### src/rtl/aes_host_driver.sv
// aes_host_driver: host-side initiator for the AES engine byte interface.
// Latches a key/plaintext pair on start, streams them MSB byte first on
// eng_din/eng_cmd, issues GO, reassembles the 16 returned ciphertext bytes
// and reports them with a done pulse (or err_timeout if the engine stalls).
// Optional build macro AES_DRV_KEY_CACHE_EN: remember the last key loaded
// into the engine and skip the KEY burst when the next job reuses it.
module aes_host_driver #(
  parameter int TIMEOUT_CYCLES = 1024,
  parameter int TIMEOUT_W      = 11
) (
  input  logic         clk,
  input  logic         rst_,
  input  logic [127:0] key_in,
  input  logic [127:0] plain_in,
  input  logic         start,
  output logic         busy,
  output logic [7:0]   eng_din,
  output logic [1:0]   eng_cmd,
  input  logic         eng_ready,
  input  logic [7:0]   eng_dout,
  input  logic         eng_data_ok,
  output logic [127:0] cipher_out,
  output logic         done,
  output logic         err_timeout
);

  typedef enum logic [2:0] {
    S_IDLE,
    S_WAIT_RDY,
    S_SEND_KEY,
    S_SEND_PT,
    S_SEND_GO,
    S_RECV,
    S_DONE,
    S_ABORT
  } state_e;

  localparam logic [1:0] CMD_NOP   = 2'b00;
  localparam logic [1:0] CMD_KEY   = 2'b01;
  localparam logic [1:0] CMD_PLAIN = 2'b10;
  localparam logic [1:0] CMD_GO    = 2'b11;

  // Last waiting cycle before giving up: the counter holds the number of
  // cycles already spent waiting.
  localparam logic [TIMEOUT_W-1:0] TMO_LAST = TIMEOUT_W'(TIMEOUT_CYCLES - 1);

  state_e                 state_q, state_d;
  logic [3:0]             cnt_q, cnt_d;
  logic [TIMEOUT_W-1:0]   tmo_q, tmo_d;
  logic [127:0]           key_q, pt_q;
  logic [119:0]           shift_q, shift_d;
  logic                   load_ops;
  logic                   take_last;
  logic [1:0]             cmd_d, cmd_q;
  logic [7:0]             din_d, din_q;
  logic                   busy_q, done_q, err_q;
  logic [127:0]           cipher_q;
  logic                   key_hit;

`ifdef AES_DRV_KEY_CACHE_EN
  logic [127:0] last_key_q;
  logic         key_valid_q;
  logic         key_store;

  // The engine keeps its key, so a matching, still-valid key need not be resent.
  assign key_store = (state_q == S_SEND_KEY) && (cnt_q == 4'd15);
  assign key_hit   = key_valid_q && (key_q == last_key_q);

  // Cache validity: set once a full key burst went out, dropped on abort.
  always_ff @(posedge clk or negedge rst_) begin
    if (!rst_) begin
      key_valid_q <= 1'b0;
    end else if (state_q == S_ABORT) begin
      key_valid_q <= 1'b0;
    end else if (key_store) begin
      key_valid_q <= 1'b1;
    end
  end

  // Copy of the key last loaded into the engine (meaningful only while valid).
  always_ff @(posedge clk) begin
    if (key_store) begin
      last_key_q <= key_q;
    end
  end
`else
  assign key_hit = 1'b0;
`endif

  // Next-state, counter and receive-shift logic.
  // NOTE: every always_comb output gets a default first so no path can
  // leave it unassigned and infer a latch.
  always_comb begin
    state_d   = state_q;
    cnt_d     = cnt_q;
    tmo_d     = tmo_q;
    shift_d   = shift_q;
    load_ops  = 1'b0;
    take_last = 1'b0;
    case (state_q)
      S_IDLE: begin
        if (start) begin
          load_ops = 1'b1;
          cnt_d    = 4'd0;
          tmo_d    = '0;
          state_d  = S_WAIT_RDY;
        end
      end
      S_WAIT_RDY: begin
        if (eng_ready) begin
          cnt_d   = 4'd0;
          state_d = key_hit ? S_SEND_PT : S_SEND_KEY;
        end else if (tmo_q == TMO_LAST) begin
          state_d = S_ABORT;
        end else begin
          tmo_d = tmo_q + TIMEOUT_W'(1);
        end
      end
      S_SEND_KEY: begin
        cnt_d = cnt_q + 4'd1;
        if (cnt_q == 4'd15) begin
          state_d = S_SEND_PT;
        end
      end
      S_SEND_PT: begin
        cnt_d = cnt_q + 4'd1;
        if (cnt_q == 4'd15) begin
          state_d = S_SEND_GO;
        end
      end
      S_SEND_GO: begin
        cnt_d   = 4'd0;
        tmo_d   = '0;
        state_d = S_RECV;
      end
      S_RECV: begin
        if (eng_data_ok) begin
          shift_d = {shift_q[111:0], eng_dout};
          cnt_d   = cnt_q + 4'd1;
          tmo_d   = '0;
          if (cnt_q == 4'd15) begin
            take_last = 1'b1;
            state_d   = S_DONE;
          end
        end else if (tmo_q == TMO_LAST) begin
          state_d = S_ABORT;
        end else begin
          tmo_d = tmo_q + TIMEOUT_W'(1);
        end
      end
      S_DONE:  state_d = S_IDLE;
      S_ABORT: state_d = S_IDLE;
      default: state_d = S_IDLE;
    endcase
  end

  // Engine bus values for the state being entered, so the registered
  // outputs line up with the state register.
  always_comb begin
    cmd_d = CMD_NOP;
    din_d = 8'h00;
    case (state_d)
      S_SEND_KEY: begin
        cmd_d = CMD_KEY;
        din_d = key_q[{~cnt_d, 3'b000} +: 8];
      end
      S_SEND_PT: begin
        cmd_d = CMD_PLAIN;
        din_d = pt_q[{~cnt_d, 3'b000} +: 8];
      end
      S_SEND_GO: cmd_d = CMD_GO;
      default: begin
        cmd_d = CMD_NOP;
        din_d = 8'h00;
      end
    endcase
  end

  // Control state and all registered outputs.
  // NOTE: sequential state uses non-blocking assignments so every register
  // samples pre-edge values regardless of statement order.
  always_ff @(posedge clk or negedge rst_) begin
    if (!rst_) begin
      state_q  <= S_IDLE;
      cnt_q    <= 4'd0;
      tmo_q    <= '0;
      cmd_q    <= CMD_NOP;
      din_q    <= 8'h00;
      busy_q   <= 1'b0;
      done_q   <= 1'b0;
      err_q    <= 1'b0;
      cipher_q <= '0;
    end else begin
      state_q <= state_d;
      cnt_q   <= cnt_d;
      tmo_q   <= tmo_d;
      cmd_q   <= cmd_d;
      din_q   <= din_d;
      busy_q  <= (state_d != S_IDLE);
      done_q  <= (state_d == S_DONE);
      err_q   <= (state_d == S_ABORT);
      if (take_last) begin
        cipher_q <= {shift_q, eng_dout};
      end
    end
  end

  // Operand and receive datapath.
  // NOTE: these wide registers carry no reset; each is fully loaded before
  // it is ever observed, so resetting them would only add fan-out.
  always_ff @(posedge clk) begin
    if (load_ops) begin
      key_q <= key_in;
      pt_q  <= plain_in;
    end
    shift_q <= shift_d;
  end

  assign busy        = busy_q;
  assign eng_cmd     = cmd_q;
  assign eng_din     = din_q;
  assign done        = done_q;
  assign err_timeout = err_q;
  assign cipher_out  = cipher_q;

endmodule
### config.mk
export PLATFORM = sky130hd
export DESIGN_NAME = aes_host_driver
export DESIGN_NICKNAME = d
export VERILOG_FILES = /design/src/rtl/aes_host_driver.sv
export SDC_FILE = /design/constraint.sdc
export NUM_CORES = 1
export LEC_CHECK = 0
export CORE_ASPECT_RATIO = 0.7
export CORE_MARGIN = 8
export CORE_UTILIZATION = 51
export CTS_CLUSTER_SIZE = 16
export DETAILED_ROUTE_END_ITERATION = 10
export PLACE_DENSITY = 0.8
export SLEW_MARGIN = 20
export SYNTH_ARGS = -nofsm -noshare
export SYNTH_HDL_FRONTEND = slang
export SYNTH_SLANG_ARGS = --single-unit
### constraint.sdc
create_clock -name clk -period 25.4 [get_ports clk]
set_input_delay 7.62 -clock clk [delete_from_list [all_inputs] [get_ports clk]]
set_output_delay 7.62 -clock clk [all_outputs]
set_load 0.1 [all_outputs]
=== After elaboration in Yosys (flattened, before gate mapping) ===
Cells that the tools add are included.

* Register bits: 535
* Input port bits: 269

* Add/sub/neg operators: 2
* Eq/ne operators: 16
* Shifts and indexed selects: 2
* Multiplexer cells: 24
* Bitwise operators: 1
* Reduce and logical (&&, ||, !) cells: 7

{| class="wikitable"
|+ Operators by type and width
! kind !! number
|-
| $shiftx A128 B8 Y8 || 2
|-
| $mux W11 || 4
|-
| $pmux W11 S4 || 1
|-
| $eq A3 B3 Y1 const B || 7
|-
| $mux W3 || 7
|-
| $pmux W3 S7 || 1
|-
| $pmux W4 S5 || 1
|-
| $pmux W8 S2 || 1
|-
| $eq A3 B2 Y1 const B || 4
|-
| $mux W4 || 3
|-
| $add A11 B1 Y11 const B || 1
|-
| $eq A11 B10 Y1 const B || 1
|-
| $pmux W2 S3 || 1
|-
| $mux W1 || 5
|-
| $add A4 B1 Y4 const B || 1
|-
| $eq A4 B4 Y1 const B || 1
|-
| $ne A2 B2 Y1 const B || 2
|-
| $not A4 Y4 || 1
|-
| $reduce_bool A4 Y1 || 1
|-
| $reduce_or A2 Y1 || 2
|-
| $eq A3 B1 Y1 const B || 1
|-
| $logic_not A3 Y1 || 1
|-
| $reduce_and A3 Y1 || 1
|-
| $reduce_bool A3 Y1 || 1
|-
| $reduce_and A2 Y1 || 1
|}

=== Depth between registers and ports, before layout ===
* Word-level depth: 6
* Gate-level depth with buffers: 11
* Depth with buffers taken out: 9

=== Least setup slack after synthesis ===
Ideal clock, no wire load.

* Kind: input -> register
* Start: in start
* End: reg key_q[0] (enable)
* Data arrival time: 24.972 ns
* Required time: 24.214 ns
* Setup slack: -0.758 ns
* Stages: 2
* Path buffers: 0
* Cells stage by stage: nand2b_1 nor3_1

* Cells in the longest elaborated chain, start to end: 2

{| class="wikitable"
|+ RTL lines
! what !! line !! RTL
|-
| from (decl) || 15 || <nowiki>input logic start,</nowiki>
|-
| $mux W1 || 102 || <nowiki>if (start) begin</nowiki>
|-
| $mux W1 || 100 || <nowiki>case (state_q)</nowiki>
|-
| via load_ops || 52 || <nowiki>logic load_ops;</nowiki>
|-
| to (signal assigned) || 213 || <nowiki>key_q <= key_in;</nowiki>
|-
| to (decl) || 50 || <nowiki>logic [127:0] key_q, pt_q;</nowiki>
|}

The timed path passes the listed nets, and every way through them passes these cells.
A chain may end at the register's enable or synchronous reset.

=== Worst setup path in the final report ===
* Start: in start
* End: reg key_q[79] (enable)

The elaborated chain is that of the path after synthesis.

==> run_summary.xml <==
<?xml version="1.0" encoding="UTF-8"?>
<metrics>
  <group name="die">
    <metric name="die_area" unit="um^2">45900</metric>
    <metric name="floorplan.io_pins" unit="">410</metric>
    <metric name="initial_core_util" unit="%">51.9</metric>
    <metric name="floorplan.rows" unit="">60</metric>
    <metric name="fp.coreArea" unit="um^2">38500</metric>
    <metric name="overall_die_width" unit="um">253</metric>
    <metric name="die_h" unit="um">182</metric>
  </group>
  <group name="global_routing">
    <metric name="grt_pass1_wl" unit="um">77300</metric>
    <metric name="largest_net_degree_at_the_start_of_global_routing" unit="">91</metric>
    <metric name="overflow" unit="">0</metric>
    <metric name="antenna_violations_before_repair" unit="">12</metric>
    <metric name="vias_in_the_first_global_route" unit="">12900</metric>
    <metric name="grt_util_overall" unit="%">21.8</metric>
  </group>
  <group name="sta">
    <metric name="final.hold.worst_slack" unit="ps">437</metric>
    <metric name="headroom_to_the_max_slew_limit" unit="%">23.5</metric>
    <metric name="final_period_minus_worst_setup_slack" unit="ps">11500</metric>
    <metric name="finalSetupViolations" unit="">0</metric>
    <metric name="slew_violations" unit="">0</metric>
    <metric name="fin_worst_skew" unit="ps">26.1</metric>
    <metric name="max_freq" unit="MHz">86.9</metric>
    <metric name="post-route-period-util" unit="%">45.3</metric>
    <metric name="timing_worst_slew_pin_value" unit="ps">1140</metric>
    <metric name="final.setup.tns" unit="ps">0</metric>
    <metric name="layout_setup_ws" unit="ps">13900</metric>
    <metric name="final_hold_viol_count" unit="">0</metric>
    <metric name="rsz0062_at_grt" unit="">no</metric>
  </group>
  <group name="synthesis">
    <metric name="synth_cells" unit="">1338</metric>
    <metric name="synth_area_per_cell" unit="um^2">14.9</metric>
    <metric name="synth-edff-count" unit="">376</metric>
    <metric name="syn-cell-area" unit="um^2">20000</metric>
    <metric name="mappedNetlistNets" unit="">1609</metric>
    <metric name="async_flop_share" unit="%">29.7</metric>
    <metric name="synth_top_area_share" unit="%">56.5</metric>
    <metric name="synth_sequential_area_ratio" unit="%">76.5</metric>
    <metric name="yosysUniqueCellTypes" unit="">49</metric>
    <metric name="post-synth-top-area-cell" unit="">sky130_fd_sc_hd__edfxtp_1</metric>
    <metric name="yosys_warnings" unit="">0</metric>
    <metric name="synth_area_leaders" unit="">sky130_fd_sc_hd__edfxtp_1, sky130_fd_sc_hd__dfrtp_1, sky130_fd_sc_hd__mux2_2</metric>
    <metric name="synthFlopType" unit="">sky130_fd_sc_hd__edfxtp_1</metric>
    <metric name="synth_seq_cells" unit="">535</metric>
  </group>
  <group name="clock_network">
    <metric name="cts.clk_slew.worst_paths" unit="ps">70</metric>
    <metric name="ctsLongestPathBuffers" unit="">3</metric>
    <metric name="clock_latency_on_the_worst_skew_pair" unit="ps">580</metric>
    <metric name="cts_made_buffers" unit="">50</metric>
    <metric name="cts_tree" unit="">yes</metric>
    <metric name="clockRootBuffer" unit="">sky130_fd_sc_hd__clkbuf_16</metric>
    <metric name="h-tree-depth" unit="">2</metric>
    <metric name="cts_num_sinks" unit="">535</metric>
    <metric name="post-cts-setup-buffers" unit="">0</metric>
    <metric name="cts_resized" unit="">0</metric>
    <metric name="holdBufCountCts" unit="">0</metric>
  </group>
  <group name="worst_setup_path">
    <metric name="setup.worst_path.class" unit="">primary input to flop</metric>
    <metric name="reg2reg_setup_slack" unit="ps">20680</metric>
    <metric name="startpoint_of_the_worst_slack_reg_to_reg_timing_path" unit="">state_q[0]$_DFF_PN0_</metric>
    <metric name="type_of_element_launching_the_critical_path" unit="">primary input</metric>
    <metric name="worst-endpoint-arrival" unit="ps">11700</metric>
    <metric name="setup.worst_path.start" unit="">start</metric>
    <metric name="cp-end-kind" unit="">flop</metric>
    <metric name="path_max_fanout" unit="">90</metric>
    <metric name="worst-endpoint-required" unit="ps">25600</metric>
  </group>
  <group name="layout">
    <metric name="fillers" unit="">2629</metric>
    <metric name="final_cell_count_no_fill" unit="">2321</metric>
    <metric name="drive_gt1_share" unit="%">13.2</metric>
    <metric name="stdcell_area" unit="um^2">26200</metric>
    <metric name="area.growth.synth_to_final" unit="%">31.3</metric>
    <metric name="final-seq-area" unit="um^2">15300</metric>
    <metric name="nets" unit="">2015</metric>
    <metric name="multi_input_area" unit="um^2">4370</metric>
  </group>
  <group name="placed_design">
    <metric name="dpl_worst_slack" unit="ps">13290</metric>
    <metric name="post-place-cells" unit="">2218</metric>
    <metric name="place.detailed.hpwl" unit="um">36000</metric>
    <metric name="gp_congestion" unit="">0.908</metric>
    <metric name="postPlaceCellArea" unit="um^2">24500</metric>
    <metric name="io_buffer_count" unit="">409</metric>
  </group>
  <group name="job">
    <metric name="maxCapViolCount" unit="">0</metric>
  </group>
  <group name="routing">
    <metric name="drt_iter0_markers" unit="">1377</metric>
    <metric name="residual_drc" unit="">0</metric>
    <metric name="drt.antenna.violating_nets" unit="">0</metric>
    <metric name="detail_route.wirelength" unit="um">51500</metric>
    <metric name="vias_per_cell" unit="">5.41</metric>
    <metric name="vias" unit="">12500</metric>
    <metric name="dr_pass1_iterations" unit="">5</metric>
    <metric name="route.detailed.wl_per_inst" unit="um">22.2</metric>
  </group>
  <group name="status">
    <metric name="outcome" unit="">finished, final reports clean</metric>
  </group>
  <group name="power_and_ir_drop">
    <metric name="ir_worst_vdd" unit="uV">66.4</metric>
    <metric name="internal-power" unit="mW">1.64</metric>
    <metric name="cell_pwr_density" unit="nW/um^2">93.7</metric>
    <metric name="seq_power_share" unit="%">41.8</metric>
    <metric name="power.combinational.fraction" unit="%">27.4</metric>
    <metric name="power_leakage" unit="nW">10.0</metric>
    <metric name="power.share.clock" unit="%">30.8</metric>
    <metric name="power_switching" unit="mW">0.814</metric>
    <metric name="power.switching_fraction" unit="%">33.1</metric>
  </group>
  <group name="min_path">
    <metric name="min-delay-path-class" unit="">flop to flop</metric>
    <metric name="hold_path_start" unit="">shift_q[31]$_DFFE_PP_</metric>
  </group>
</metrics>
flip-flops by register name, indices dropped and copies added, names as in the netlist:
name,count
cipher_out,128
eng_cmd,2
shift_q,120
tmo_q,11
eng_din,8
cnt_q,4
state_q,3
key_q,128
done,1
busy,1
err_timeout,1
pt_q,128
kinds of logic after synthesis:
family,after synthesis,share of synthesized area [%]
muxes,134,7.55
buffers and inverters,77,1.85
and+or+nand+nor,495,10.9
AOI/OAI and AO/OA,86,2.71
xor gates and xnor gates,9,0.395
DFF,535,76.5
adders and majority gates,2,0.125
per-layer routing:
| layer | track usage [%] | vias to the layer above | wire, um |
|---|---|---|---|
| met5 | 0 | - | 27 |
| met4 | 7.18 | 4 | 1540 |
| met3 | 5.58 | 105 | 4210 |
| met2 | 36.6 | 566 | 26100 |
| met1 | 27.4 | 6194 | 19600 |
| li1 | - | 5678 | - |
critical path, cell delays in order:
cell                              delay, ps
sky130_fd_sc_hd__clkdlybuf4s50_1        480
sky130_fd_sc_hd__nand2b_1               180
sky130_fd_sc_hd__nor3_4                 630
sky130_fd_sc_hd__buf_4                  890
sky130_fd_sc_hd__buf_4                  830
sky130_fd_sc_hd__buf_4                  960
final timing paths:
path,endpoint,cells past startpoint
worst max-delay path,key_q[79]$_DFFE_PP_,6
worst min register to register,shift_q[39]$_DFFE_PP_,0
worst max register to register,key_q[79]$_DFFE_PP_,5
max in group asynchronous,cipher_out[14]$_DFFE_PN0P_,2
worst min-delay path,shift_q[39]$_DFFE_PP_,0
min in group asynchronous,cipher_out[125]$_DFFE_PN0P_,1
cells in the final DEF (no fill, tap or decap), types with 10 or more instances in the layout:
master and count:
sky130_fd_sc_hd__clkinv_2 14, sky130_fd_sc_hd__edfxtp_1 376, sky130_fd_sc_hd__mux2_2 129, sky130_fd_sc_hd__o21ai_1 17, sky130_fd_sc_hd__clkbuf_16 51, sky130_fd_sc_hd__clkdlybuf4s50_1 408
sky130_fd_sc_hd__nor2_1 57, sky130_fd_sc_hd__buf_4 12, sky130_fd_sc_hd__dfrtp_1 159, sky130_fd_sc_hd__a21oi_1 34, sky130_fd_sc_hd__nand2_1 241, sky130_fd_sc_hd__and3_1 12
sky130_fd_sc_hd__nand3_1 149, sky130_fd_sc_hd__clkinv_1 10
layout make-up:
cell class	count	share of cell area, %
sequential	535	58.2
multi-input combinational	726	16.6
timing repair buffer	422	16.0
clock buffer	59	5.09
tap	527	2.51
clock inverter	34	1.28
inverter	9	0.138
antenna	9	0.0859
power by group through the flow:
stage / registers (mW) / logic (mW) / clock network (mW)
2_1_floorplan: 1.10 / 0.402 / 0
3_3_place_gp: 1.04 / 0.641 / 0
3_5_place_dp: 1.04 / 0.660 / 0
4_1_cts: 1.02 / 0.665 / 0.773
5_1_grt: 1.03 / 0.733 / 0.804
6_report: 1.03 / 0.674 / 0.757
Yosys cell counts (5+ instances only):
cell type                  instances
sky130_fd_sc_hd__nand2_1         241
sky130_fd_sc_hd__nand2b_1          5
sky130_fd_sc_hd__o22ai_1           8
sky130_fd_sc_hd__edfxtp_1        376
sky130_fd_sc_hd__inv_1             6
sky130_fd_sc_hd__o21ai_0           5
sky130_fd_sc_hd__buf_1             6
sky130_fd_sc_hd__a21oi_1          34
sky130_fd_sc_hd__buf_2            25
sky130_fd_sc_hd__and3_1           13
sky130_fd_sc_hd__or4_1             9
sky130_fd_sc_hd__clkbuf_1         28
sky130_fd_sc_hd__mux2_2          130
sky130_fd_sc_hd__xnor2_1           5
sky130_fd_sc_hd__o21ai_1          17
sky130_fd_sc_hd__a311oi_1          5
sky130_fd_sc_hd__nand3_1         149
sky130_fd_sc_hd__dfrtp_1         159
sky130_fd_sc_hd__buf_4             5
sky130_fd_sc_hd__nor2_1           58
stage by stage:
stage | total power, mW | util (%)
finish | 2.46 | 68.1
global route | 2.57 | 68.1
CTS | 2.46 | 68.0
detailed placement | 1.70 | 63.7
global placement | 1.68 | 63.7
floorplan | 1.51 | -
(Power assumes the default switching activity.)
